$ cat src/rtl/uart_tx_arbiter_if.sv
// Bundle between the byte sources / UART transmitter and the arbiter.
//
// Handshake: a requester byte moves when req_valid[i] and req_ready[i] are
// both high on a rising clk edge. A requester holds req_data/req_last stable
// while valid and not yet accepted. The transmitter side is a level strobe
// (uart_data_fin) answered by a rising edge on uart_transfer_fin.
//
// master : the environment (requesters plus transmitter) driving the arbiter
// slave  : the arbiter itself
interface uart_tx_arbiter_if #(
   parameter int N_REQ = 4,
   parameter int ID_W  = 2
);
   logic [N_REQ-1:0]   req_valid;
   logic [8*N_REQ-1:0] req_data;
   logic [N_REQ-1:0]   req_last;
   logic [N_REQ-1:0]   req_ready;
   logic [7:0]         uart_data;
   logic               uart_data_fin;
   logic               uart_transfer_fin;
   logic               busy;
   logic [ID_W-1:0]    grant_id;
   logic               err_timeout;

   modport master (
      output req_valid, req_data, req_last, uart_transfer_fin,
      input  req_ready, uart_data, uart_data_fin, busy, grant_id, err_timeout
   );

   modport slave (
      input  req_valid, req_data, req_last, uart_transfer_fin,
      output req_ready, uart_data, uart_data_fin, busy, grant_id, err_timeout
   );
endinterface

$ cat src/rtl/uart_tx_arbiter.sv
// Round-robin scheduler sharing one UART byte transmitter among N_REQ byte
// sources. The UART stays locked to one requester for a whole packet; each
// byte is strobed with a FIN_HOLD-cycle level on uart_data_fin and completed
// by a synchronised rising edge on uart_transfer_fin. A watchdog abandons a
// transfer that never completes.
module uart_tx_arbiter #(
   parameter int N_REQ    = 4,
   parameter int ID_W     = 2,
   parameter int FIN_HOLD = 4,
   parameter int TIMEOUT  = 4096
) (
   input  logic             clk,
   input  logic             rst,
   uart_tx_arbiter_if.slave bus,
   output logic [1:0]       dbg_state
);

   // Requester vectors are padded to a power of two so an ID_W-bit grant
   // always indexes inside the vector.
   localparam int N_PAD = 1 << ID_W;
   localparam int FC_W  = $clog2(FIN_HOLD);

   typedef enum logic [1:0] {
      S_IDLE      = 2'd0,
      S_LOAD      = 2'd1,
      S_FIN_HI    = 2'd2,
      S_WAIT_DONE = 2'd3
   } state_e;

   state_e              state_q, state_d;
   logic [ID_W-1:0]     grant_q, grant_d;
   logic [ID_W-1:0]     rr_ptr_q, rr_ptr_d;
   logic [7:0]          data_q, data_d;
   logic                last_q, last_d;
   logic [FC_W-1:0]     fin_cnt_q, fin_cnt_d;
   logic [15:0]         wd_cnt_q, wd_cnt_d;
   logic [2:0]          sync_q, sync_d;

   logic [N_PAD-1:0]    valid_pad;
   logic [N_PAD-1:0]    last_pad;
   logic [8*N_PAD-1:0]  data_pad;
   logic [N_PAD-1:0]    ready_pad;
   logic [ID_W-1:0]     pick_id;
   logic                pick_hit;
   logic [ID_W:0]       cand_sum;
   logic                done_edge;
   logic                timeout_fire;

   // Widen the requester inputs to the padded width.
   always_comb begin
      valid_pad                 = '0;
      last_pad                  = '0;
      data_pad                  = '0;
      valid_pad[N_REQ-1:0]      = bus.req_valid;
      last_pad[N_REQ-1:0]       = bus.req_last;
      data_pad[8*N_REQ-1:0]     = bus.req_data;
   end

   // Round-robin search: first valid requester starting at rr_ptr+1 with wrap.
   // Walking the offsets from far to near lets the nearest hit win.
   always_comb begin
      pick_id  = '0;
      pick_hit = 1'b0;
      cand_sum = '0;
      for (int off = N_REQ; off >= 1; off--) begin
         cand_sum = {1'b0, rr_ptr_q} + (ID_W+1)'(off);
         if (cand_sum >= (ID_W+1)'(N_REQ)) begin
            cand_sum = cand_sum - (ID_W+1)'(N_REQ);
         end
         if (valid_pad[cand_sum[ID_W-1:0]]) begin
            pick_id  = cand_sum[ID_W-1:0];
            pick_hit = 1'b1;
         end
      end
   end

   // Two-flop synchroniser for transfer_fin plus one history flop for the edge.
   always_comb begin
      sync_d    = {sync_q[1:0], bus.uart_transfer_fin};
      done_edge = sync_q[1] & ~sync_q[2];
   end

   // Next-state and datapath updates for the packet scheduler.
   always_comb begin
      state_d      = state_q;
      grant_d      = grant_q;
      rr_ptr_d     = rr_ptr_q;
      data_d       = data_q;
      last_d       = last_q;
      fin_cnt_d    = fin_cnt_q;
      wd_cnt_d     = wd_cnt_q;
      timeout_fire = 1'b0;
      case (state_q)
         S_IDLE: begin
            if (pick_hit) begin
               grant_d = pick_id;
               state_d = S_LOAD;
            end
         end
         S_LOAD: begin
            // Lock is held while the granted source has no byte; no watchdog here.
            if (valid_pad[grant_q]) begin
               data_d    = data_pad[{grant_q, 3'b000} +: 8];
               last_d    = last_pad[grant_q];
               wd_cnt_d  = '0;
               fin_cnt_d = '0;
               state_d   = S_FIN_HI;
            end
         end
         S_FIN_HI: begin
            if (fin_cnt_q == FC_W'(FIN_HOLD-1)) begin
               state_d = S_WAIT_DONE;
            end else begin
               fin_cnt_d = fin_cnt_q + 1'b1;
            end
         end
         S_WAIT_DONE: begin
            // A done edge on the expiry cycle takes priority over the abort.
            if (done_edge) begin
               if (last_q) begin
                  rr_ptr_d = grant_q;
                  state_d  = S_IDLE;
               end else begin
                  state_d = S_LOAD;
               end
            end else if (wd_cnt_q == 16'(TIMEOUT-1)) begin
               timeout_fire = 1'b1;
               rr_ptr_d     = grant_q;
               state_d      = S_IDLE;
            end else begin
               wd_cnt_d = wd_cnt_q + 16'd1;
            end
         end
         default: begin
            state_d = S_IDLE;
         end
      endcase
   end

   // Only the locked requester sees ready, and only while a byte is awaited.
   always_comb begin
      ready_pad = '0;
      if (state_q == S_LOAD) begin
         ready_pad[grant_q] = 1'b1;
      end
   end

   // State register; reset drops the strobe asynchronously through state_q.
   always_ff @(posedge clk or posedge rst) begin
      if (rst) begin
         state_q <= S_IDLE;
      end else begin
         state_q <= state_d;
      end
   end

   // Grant, pointer, byte latch, counters and synchroniser registers.
   always_ff @(posedge clk or posedge rst) begin
      if (rst) begin
         grant_q   <= '0;
         rr_ptr_q  <= ID_W'(N_REQ-1);
         data_q    <= 8'h00;
         last_q    <= 1'b0;
         fin_cnt_q <= '0;
         wd_cnt_q  <= '0;
         sync_q    <= '0;
      end else begin
         grant_q   <= grant_d;
         rr_ptr_q  <= rr_ptr_d;
         data_q    <= data_d;
         last_q    <= last_d;
         fin_cnt_q <= fin_cnt_d;
         wd_cnt_q  <= wd_cnt_d;
         sync_q    <= sync_d;
      end
   end

   assign bus.req_ready     = ready_pad[N_REQ-1:0];
   assign bus.uart_data     = data_q;
   assign bus.uart_data_fin = (state_q == S_FIN_HI);
   assign bus.busy          = (state_q != S_IDLE);
   assign bus.grant_id      = grant_q;
   assign bus.err_timeout   = timeout_fire;
   assign dbg_state         = state_q;

endmodule

$ cat src/flat_wrapper.sv
// flat-port wrapper written by rule: the top's interface ports become plain ports
module uart_tx_arbiter_flat 
#(
   parameter int N_REQ    = 4,
   parameter int ID_W     = 2,
   parameter int FIN_HOLD = 4,
   parameter int TIMEOUT  = 4096
)
  (clk, rst, dbg_state, bus_req_valid, bus_req_data, bus_req_last, bus_uart_transfer_fin, bus_req_ready, bus_uart_data, bus_uart_data_fin, bus_busy, bus_grant_id, bus_err_timeout);
  uart_tx_arbiter_if #(.N_REQ(N_REQ), .ID_W(ID_W)) bus_i ();
  input  logic clk;
  input  logic rst;
  output logic [1:0] dbg_state;
  input wire logic [$bits(bus_i.req_valid)-1:0] bus_req_valid;
  input wire logic [$bits(bus_i.req_data)-1:0] bus_req_data;
  input wire logic [$bits(bus_i.req_last)-1:0] bus_req_last;
  input wire logic [$bits(bus_i.uart_transfer_fin)-1:0] bus_uart_transfer_fin;
  output wire logic [$bits(bus_i.req_ready)-1:0] bus_req_ready;
  output wire logic [$bits(bus_i.uart_data)-1:0] bus_uart_data;
  output wire logic [$bits(bus_i.uart_data_fin)-1:0] bus_uart_data_fin;
  output wire logic [$bits(bus_i.busy)-1:0] bus_busy;
  output wire logic [$bits(bus_i.grant_id)-1:0] bus_grant_id;
  output wire logic [$bits(bus_i.err_timeout)-1:0] bus_err_timeout;
  assign bus_i.req_valid = bus_req_valid;
  assign bus_i.req_data = bus_req_data;
  assign bus_i.req_last = bus_req_last;
  assign bus_i.uart_transfer_fin = bus_uart_transfer_fin;
  assign bus_req_ready = bus_i.req_ready;
  assign bus_uart_data = bus_i.uart_data;
  assign bus_uart_data_fin = bus_i.uart_data_fin;
  assign bus_busy = bus_i.busy;
  assign bus_grant_id = bus_i.grant_id;
  assign bus_err_timeout = bus_i.err_timeout;
  uart_tx_arbiter #(.N_REQ(N_REQ), .ID_W(ID_W), .FIN_HOLD(FIN_HOLD), .TIMEOUT(TIMEOUT)) u_core (.clk(clk), .rst(rst), .bus(bus_i), .dbg_state(dbg_state));
endmodule
$ cat config.mk
export PLATFORM = sky130hd
export DESIGN_NAME = uart_tx_arbiter_flat
export DESIGN_NICKNAME = d
export VERILOG_FILES = /design/src/rtl/uart_tx_arbiter_if.sv /design/src/rtl/uart_tx_arbiter.sv /design/src/flat_wrapper.sv
export SDC_FILE = /design/constraint.sdc
export NUM_CORES = 1
export LEC_CHECK = 0
export ABC_AREA = 1
export BUFFER_PORTS_ARGS = -buffer_cell sky130_fd_sc_hd__buf_2
export CORE_ASPECT_RATIO = 0.6
export CORE_MARGIN = 2
export CORE_UTILIZATION = 54
export DETAILED_ROUTE_END_ITERATION = 6
export PLACE_DENSITY = 0.91
export SLEW_MARGIN = 20
export SYNTH_ARGS = -nofsm -noshare
export SYNTH_HDL_FRONTEND = slang
export SYNTH_SLANG_ARGS = --single-unit
$ cat constraint.sdc
create_clock -name clk -period 1.67 [get_ports clk]
set_input_delay 0.2505 -clock clk [delete_from_list [all_inputs] [get_ports clk]]
set_output_delay 0.2505 -clock clk [all_outputs]
set_load 0.05 [all_outputs]
==> run_results.csv, run 1 <==
group,metric,value,unit
floorplanning,coreArea,0.00452,sq mm
clocking,cts_buffers,5,
synthesis,synth_top_area_frac,0.339,
synthesis,synth.ff_latch_count,36,
grt,grt_use_total,0.270,
setup_path,critPathCaptureType,"output pin",
grt,antenna_found_initial,0,
synthesis,synth_top_family_by_area,"simple AND/OR/NAND/NOR gates",
power_and_ir_drop,leakage,1.76,nW
sta,hold_slack,0.0660,ns
job,maxCapViolCount,0,
setup_path,worstSetupStartpointType,"register",
layout,final_area,0.00369,sq mm
grt,gr-usage-met1,0.375,
synthesis,synth-xor-area-share,0.0349,
grt,grt_pass1_vias,2460,
layout,layout-drive-gt1-share,0.431,
placement,place_area,0.00296,sq mm
power_and_ir_drop,p_per_area,1880,mW/mm^2
routing,viasPerCell,5.94,
sta,clock.fmax,518,MHz
synthesis,synth.most_common_cell,"nand2_1",
placement,routabilityCongestion,0.901,
outcome,status,"finished, violations left",
sta,worst_pin_slew,0.434,ns
synthesis,synth_warnings,0,
clocking,clk_pin_slew,0.08,ns
grt,grt_pass1_wl,11300,microns
routing,drt_wl_total,9670,microns
setup_path,crit_type,"reg2out",
setup_path,cp.required,1.42,ns
clocking,cts_tree,"done",
layout,stdcell_count,518,
synthesis,synthCells,360,
setup_path,cp.arrival,1.68,ns
routing,drtPass1Iterations,6,
synthesis,yosys-top-cells-count,"116 x nand2_1, 45 x inv_1, 35 x nand3_1, 34 x dfrtp_1, 31 x nor2_1",
floorplanning,start_util,0.555,
grt,grt-busiest-layer,"met2",
routing,final_antenna_net_count,0,
sta,setup_ws,-0.261,ns
sta,hold_viol_final,0,
routing,via_count,3079,
sta,rsz0062_at_grt,"true",
clocking,clockBufferDepth,2,
synthesis,synthArstFlopShare,1.00,
sta,min_period,1.93,ns
floorplanning,fp.dieW,92.0,microns
clocking,worstSkewPairLatency,0.30,ns
placement,dp_hpwl,4860,microns
synthesis,synthSimpleGateAreaFrac,0.355,
synthesis,synth_area_leaders,"dfrtp_1 34%, nand2_1 17%, nand3_1 7.0%",
sta,setup_viol,28,
clocking,cts-root-buf,"clkbuf_8",
grt,use_met3,0.0604,
synthesis,synth_edf_count,0,
floorplanning,rows,19,
placement,placed_cells,481,
power_and_ir_drop,vdd_drop_max,1.40,mV
layout,area_delta_synth_final,47.3,%
floorplanning,dieHeight,56.8,microns
synthesis,synth_seq_area_share,0.360,
clocking,h-tree-depth,2,
floorplanning,dieArea,0.00522,sq mm
floorplanning,pin_count,62,
synthesis,syn_avg_cell_area,6.97,sq um
outcome,violations,"negative setup slack",
synthesis,syn_area,0.00251,sq mm
grt,grt_overflow_total,0,
clocking,clock_sinks,36,
layout,utilization,0.818,
synthesis,muxShareOfSynthArea,0,
sta,slew_headroom,0.711,
setup_path,cp_max_fo,3,
sta,fin_tns_setup,-3.68,ns
routing,first_iter_violations,492,
routing,drt-wirelength-per-cell,18.7,microns
power_and_ir_drop,finalPower,6.95,mW
layout,fin_nets,503,
sta,worst_clock_skew,0.0113,ns
placement,place_ws,0.00158,ns
min_path,hp-class,"in2reg",
synthesis,synth_nets,409,
synthesis,synth_compound_area_frac,0.113,
sta,maxSlewViolCount,0,
grt,met2_usage,0.437,
placement,io_buffers,61,
sta,min_period_over_period,1.16,
grt,grt_max_degree,28,
synthesis,yosys.area.top_type,"dfrtp_1",
synthesis,synthAdderAreaFrac,0.0299,
synthesis,synth_ff_type,"dfrtp_1",
synthesis,synthDistinctLibCells,33,
layout,num_antenna_cells,0,
routing,drc,0,
-- registers in the layout, summed over array words and instances (netlist names) --
register and cells:
u_core.fin_cnt_q 2, u_core.rr_ptr_q 2, u_core.sync_q 3, u_core.bus.grant_id 2, u_core.dbg_state 2, u_core.last_q 1
u_core.bus.uart_data 8, u_core.wd_cnt_q 16
-- layout make-up --
type,instances,area [sq um]
multi-input cells,267,1730
flip-flops and latches,36,908
clock inverters,2,35.0
repair buffers,95,669
inverters,49,200
fillers,261,822
clock buffers,6,72.6
well taps,63,78.8
-- path summary, 6_finish.rpt --
path / cells past startpoint / endpoint / startpoint / slack, ns
min in group asynchronous: 3 / u_core.bus.uart_data[6]$_DFFE_PP0P_ / rst / 0.49
max: 8 / bus_err_timeout / u_core.wd_cnt_q[1]$_DFFE_PP0P_ / -0.26
max reg2reg: 12 / u_core.wd_cnt_q[5]$_DFFE_PP0P_ / u_core.wd_cnt_q[1]$_DFFE_PP0P_ / -0.20
max in group asynchronous: 4 / u_core.rr_ptr_q[0]$_DFFE_PP1P_ / rst / 0.62
min reg2reg: 0 / u_core.sync_q[1]$_DFF_PP0_ / u_core.sync_q[0]$_DFF_PP0_ / 0.35
min: 1 / u_core.sync_q[0]$_DFF_PP0_ / bus_uart_transfer_fin / 0.07
-- layer usage --
metal	wire, microns	up-vias
li1	-	1347
met1	3690	1404
met2	4350	264
met3	1230	64
met4	395	0
met5	0	-
-- kinds of logic (layout without fill, tap and decap cells) --
kind of cell / count (synthesis) / count (layout)
buf+inv: 61 / 152
fa+ha+maj: 6 / 6
flops: 36 / 36
xor+xnor: 10 / 10
simple gates: 204 / 207
compound gates: 43 / 44
-- critical path, cell delays in order (launching register included) --
cell     delay (ns)
dfrtp_1        0.40
ha_2           0.21
nand2_2        0.09
nor2_4         0.14
nand2_2        0.09
inv_2          0.13
nand2_4        0.08
nor2_4         0.09
buf_6          0.16
-- repair_timing --
item                       in CTS  in global routing
pin swaps                       9                 25
setup buffers                   9                 15
hold endpoints to repair        9                  0
hold buffers                    1                  0
setup endpoints to repair      12                 39
resized for setup              23                 80
gates cloned                    0                  4
-- power by group --
part	total (mW)	internal (mW)	switching [mW]	leakage [nW]
combinational	4.84	1.67	3.16	1.25
sequential	1.34	1.13	0.217	0.460
clock	0.771	0.443	0.328	0.0552
total	6.95	3.24	3.71	1.76
-- cells in the final DEF, fill, tap and decap left out, drive strengths merged, types with 5 or more instances in the layout --
| cell type | Yosys | layout |
|---|---|---|
| nand2 | 122 | 125 |
| buf | 8 | 94 |
| inv | 48 | 45 |
| nand3 | 36 | 36 |
| dfrtp | 34 | 34 |
| nor2 | 34 | 34 |
| o21ai | 29 | 29 |
| xor2 | 9 | 9 |
| o2111ai | 9 | 9 |
| clkbuf | 4 | 6 |
| ha | 6 | 6 |
| nor3 | 5 | 5 |
Power figures use the tool's default switching activity.
==> run 2: changes to the inputs <==
CORE_UTILIZATION = 58   (was 54)
PLACE_DENSITY = 0.95   (was 0.91)
clock period = 2.25 ns   (was 1.67 ns; I/O delays follow)
==> run_results.csv, run 2 (synthesized netlist as in run 1, its figures left out) <==
group,metric,value,unit
outcome,status,"finished clean",
routing,drtPass1Iterations,5,
power_and_ir_drop,finalPower,3.61,mW
sta,rsz0062_at_grt,"false",
setup_path,critPathCaptureType,"output pin",
setup_path,crit_chain,"ha_1 > nand2_1 > nor2_1 > nand2_1 > inv_2 > nand2_4 > nor2_1 > buf_2",
layout,stdcell_count,480,
clocking,cts-root-buf,"clkbuf_8",
setup_path,critPathMaxStageDelay,0.38,ns
routing,drc,0,
grt,grt_pass1_wl,10100,microns
clocking,clock_sinks,36,
floorplanning,start_util,0.609,
layout,final_area,0.00292,sq mm
sta,hold_viol_final,0,
setup_path,worstRegToRegCells,6,
floorplanning,dieArea,0.00488,sq mm
layout,utilization,0.709,
routing,drt-wirelength-per-cell,12.7,microns
routing,wl_met3,527,microns
sta,clock.fmax,478,MHz
setup_path,worstSetupStartpointType,"register",
placement,placed_cells,473,
setup_path,crit_family,"simple AND/OR/NAND/NOR gates",
power_and_ir_drop,p_per_area,1240,mW/mm^2
placement,io_buffers,61,
clocking,h-tree-depth,2,
clocking,cts_buffers,5,
clocking,clockBufferDepth,2,
clocking,cts-hold-fix-buffers,0,
sta,slew_headroom,0.592,
grt,grt_overflow_total,0,
routing,wl_met1,2990,microns
routing,drt_wl_total,6110,microns
sta,fin_tns_setup,0,ns
setup_path,cp.depth,8,
routing,via_count,2546,
setup_path,cp.required,1.91,ns
floorplanning,fp.dieW,88.9,microns
layout,largest_reg_flops,16,
grt,grt_use_total,0.276,
grt,antenna_found_initial,0,
placement,place_ws,0.448,ns
sta,hold_slack,0.140,ns
routing,wl_met2,2540,microns
sta,min_period_over_period,0.930,
routing,first_iter_violations,185,
min_path,hp-class,"in2async",
placement,place_area,0.00284,sq mm
layout,regMostFlops,"u_core.wd_cnt_q",
layout,layout-drive-gt1-share,0.224,
floorplanning,coreArea,0.00412,sq mm
layout,area_delta_synth_final,16.4,%
layout,final_cell_mix,"116 x nand2_1, 61 x buf_2, 45 x inv_1",
routing,viasPerCell,5.30,
floorplanning,pin_count,62,
clocking,post_cts_buffers,0,
setup_path,crit_type,"reg2out",
placement,dp_hpwl,4720,microns
grt,grt_max_degree,37,
setup_path,cp_max_fo,3,
layout,n_fill_cell,353,
clocking,cts_tree,"done",
sta,setup_viol,0,
grt,grt_pass1_vias,2287,
sta,maxSlewViolCount,0,
placement,routabilityCongestion,0.856,
setup_path,cp_slowest_cell,"dfrtp_1",
layout,num_antenna_cells,0,
sta,setup_ws,0.158,ns
clocking,ctsResizeCount,0,
power_and_ir_drop,leakage,1.51,nW
setup_path,cp.arrival,1.75,ns
routing,final_antenna_net_count,0,
clocking,worstSkewPairLatency,0.29,ns
layout,final_common_cell,"nand2_1",
floorplanning,rows,18,
layout,fin_nets,469,
sta,worst_pin_slew,0.610,ns
power_and_ir_drop,vdd_drop_max,1.35,mV
sta,worst_clock_skew,0.00662,ns
job,maxCapViolCount,0,
setup_path,path_buf_inv,2,
clocking,clk_pin_slew,0.07,ns
floorplanning,dieHeight,54.9,microns
sta,min_period,2.09,ns
routing,top_layer,"met4",
[run 2: area by class of cell]
type	count	area [sq um]	share of cell area
sequential	36	903	0.309
inverter	49	184	0.0630
timing repair buffer	65	335	0.115
clock buffer	6	72.6	0.0249
multi-input combinational	263	1350	0.461
tap	60	75.1	0.0257
clock inverter	1	5.00	0.00171
[run 2: worst paths after layout]
check                                                start                                   to  slack [ns]
max                         u_core.wd_cnt_q[0]$_DFFE_PP0P_                      bus_err_timeout        0.16
min                                                    rst  u_core.bus.uart_data[3]$_DFFE_PP0P_        0.14
max reg2reg                u_core.dbg_state[1]$_DFFE_PP0P_       u_core.wd_cnt_q[3]$_DFFE_PP0P_        0.42
min reg2reg                     u_core.sync_q[0]$_DFF_PP0_           u_core.sync_q[1]$_DFF_PP0_        0.36
max in group asynchronous                              rst       u_core.rr_ptr_q[1]$_DFFE_PP1P_        1.76
min in group clk                     bus_uart_transfer_fin           u_core.sync_q[0]$_DFF_PP0_        0.15
[run 2: power breakdown]
part / total, mW / internal, mW / switching (mW)
clock: 0.435 / 0.210 / 0.224
sequential: 0.978 / 0.829 / 0.149
combinational: 2.20 / 0.598 / 1.60
[run 2: routing by layer]
metal  vias up  global-route usage
met2        93               0.451
li1       1270                   -
met5         -                   0
met4         0              0.0707
met1      1175               0.381
met3         8              0.0593
[run 2: worst register-to-register path, stage by stage (launching register included)]
cell and delay (ns):
dfrtp_1 0.42, ha_1 0.45, nand2_1 0.16, inv_1 0.12
nand2_4 0.07, a21boi_4 0.32, o21ai_0 0.14
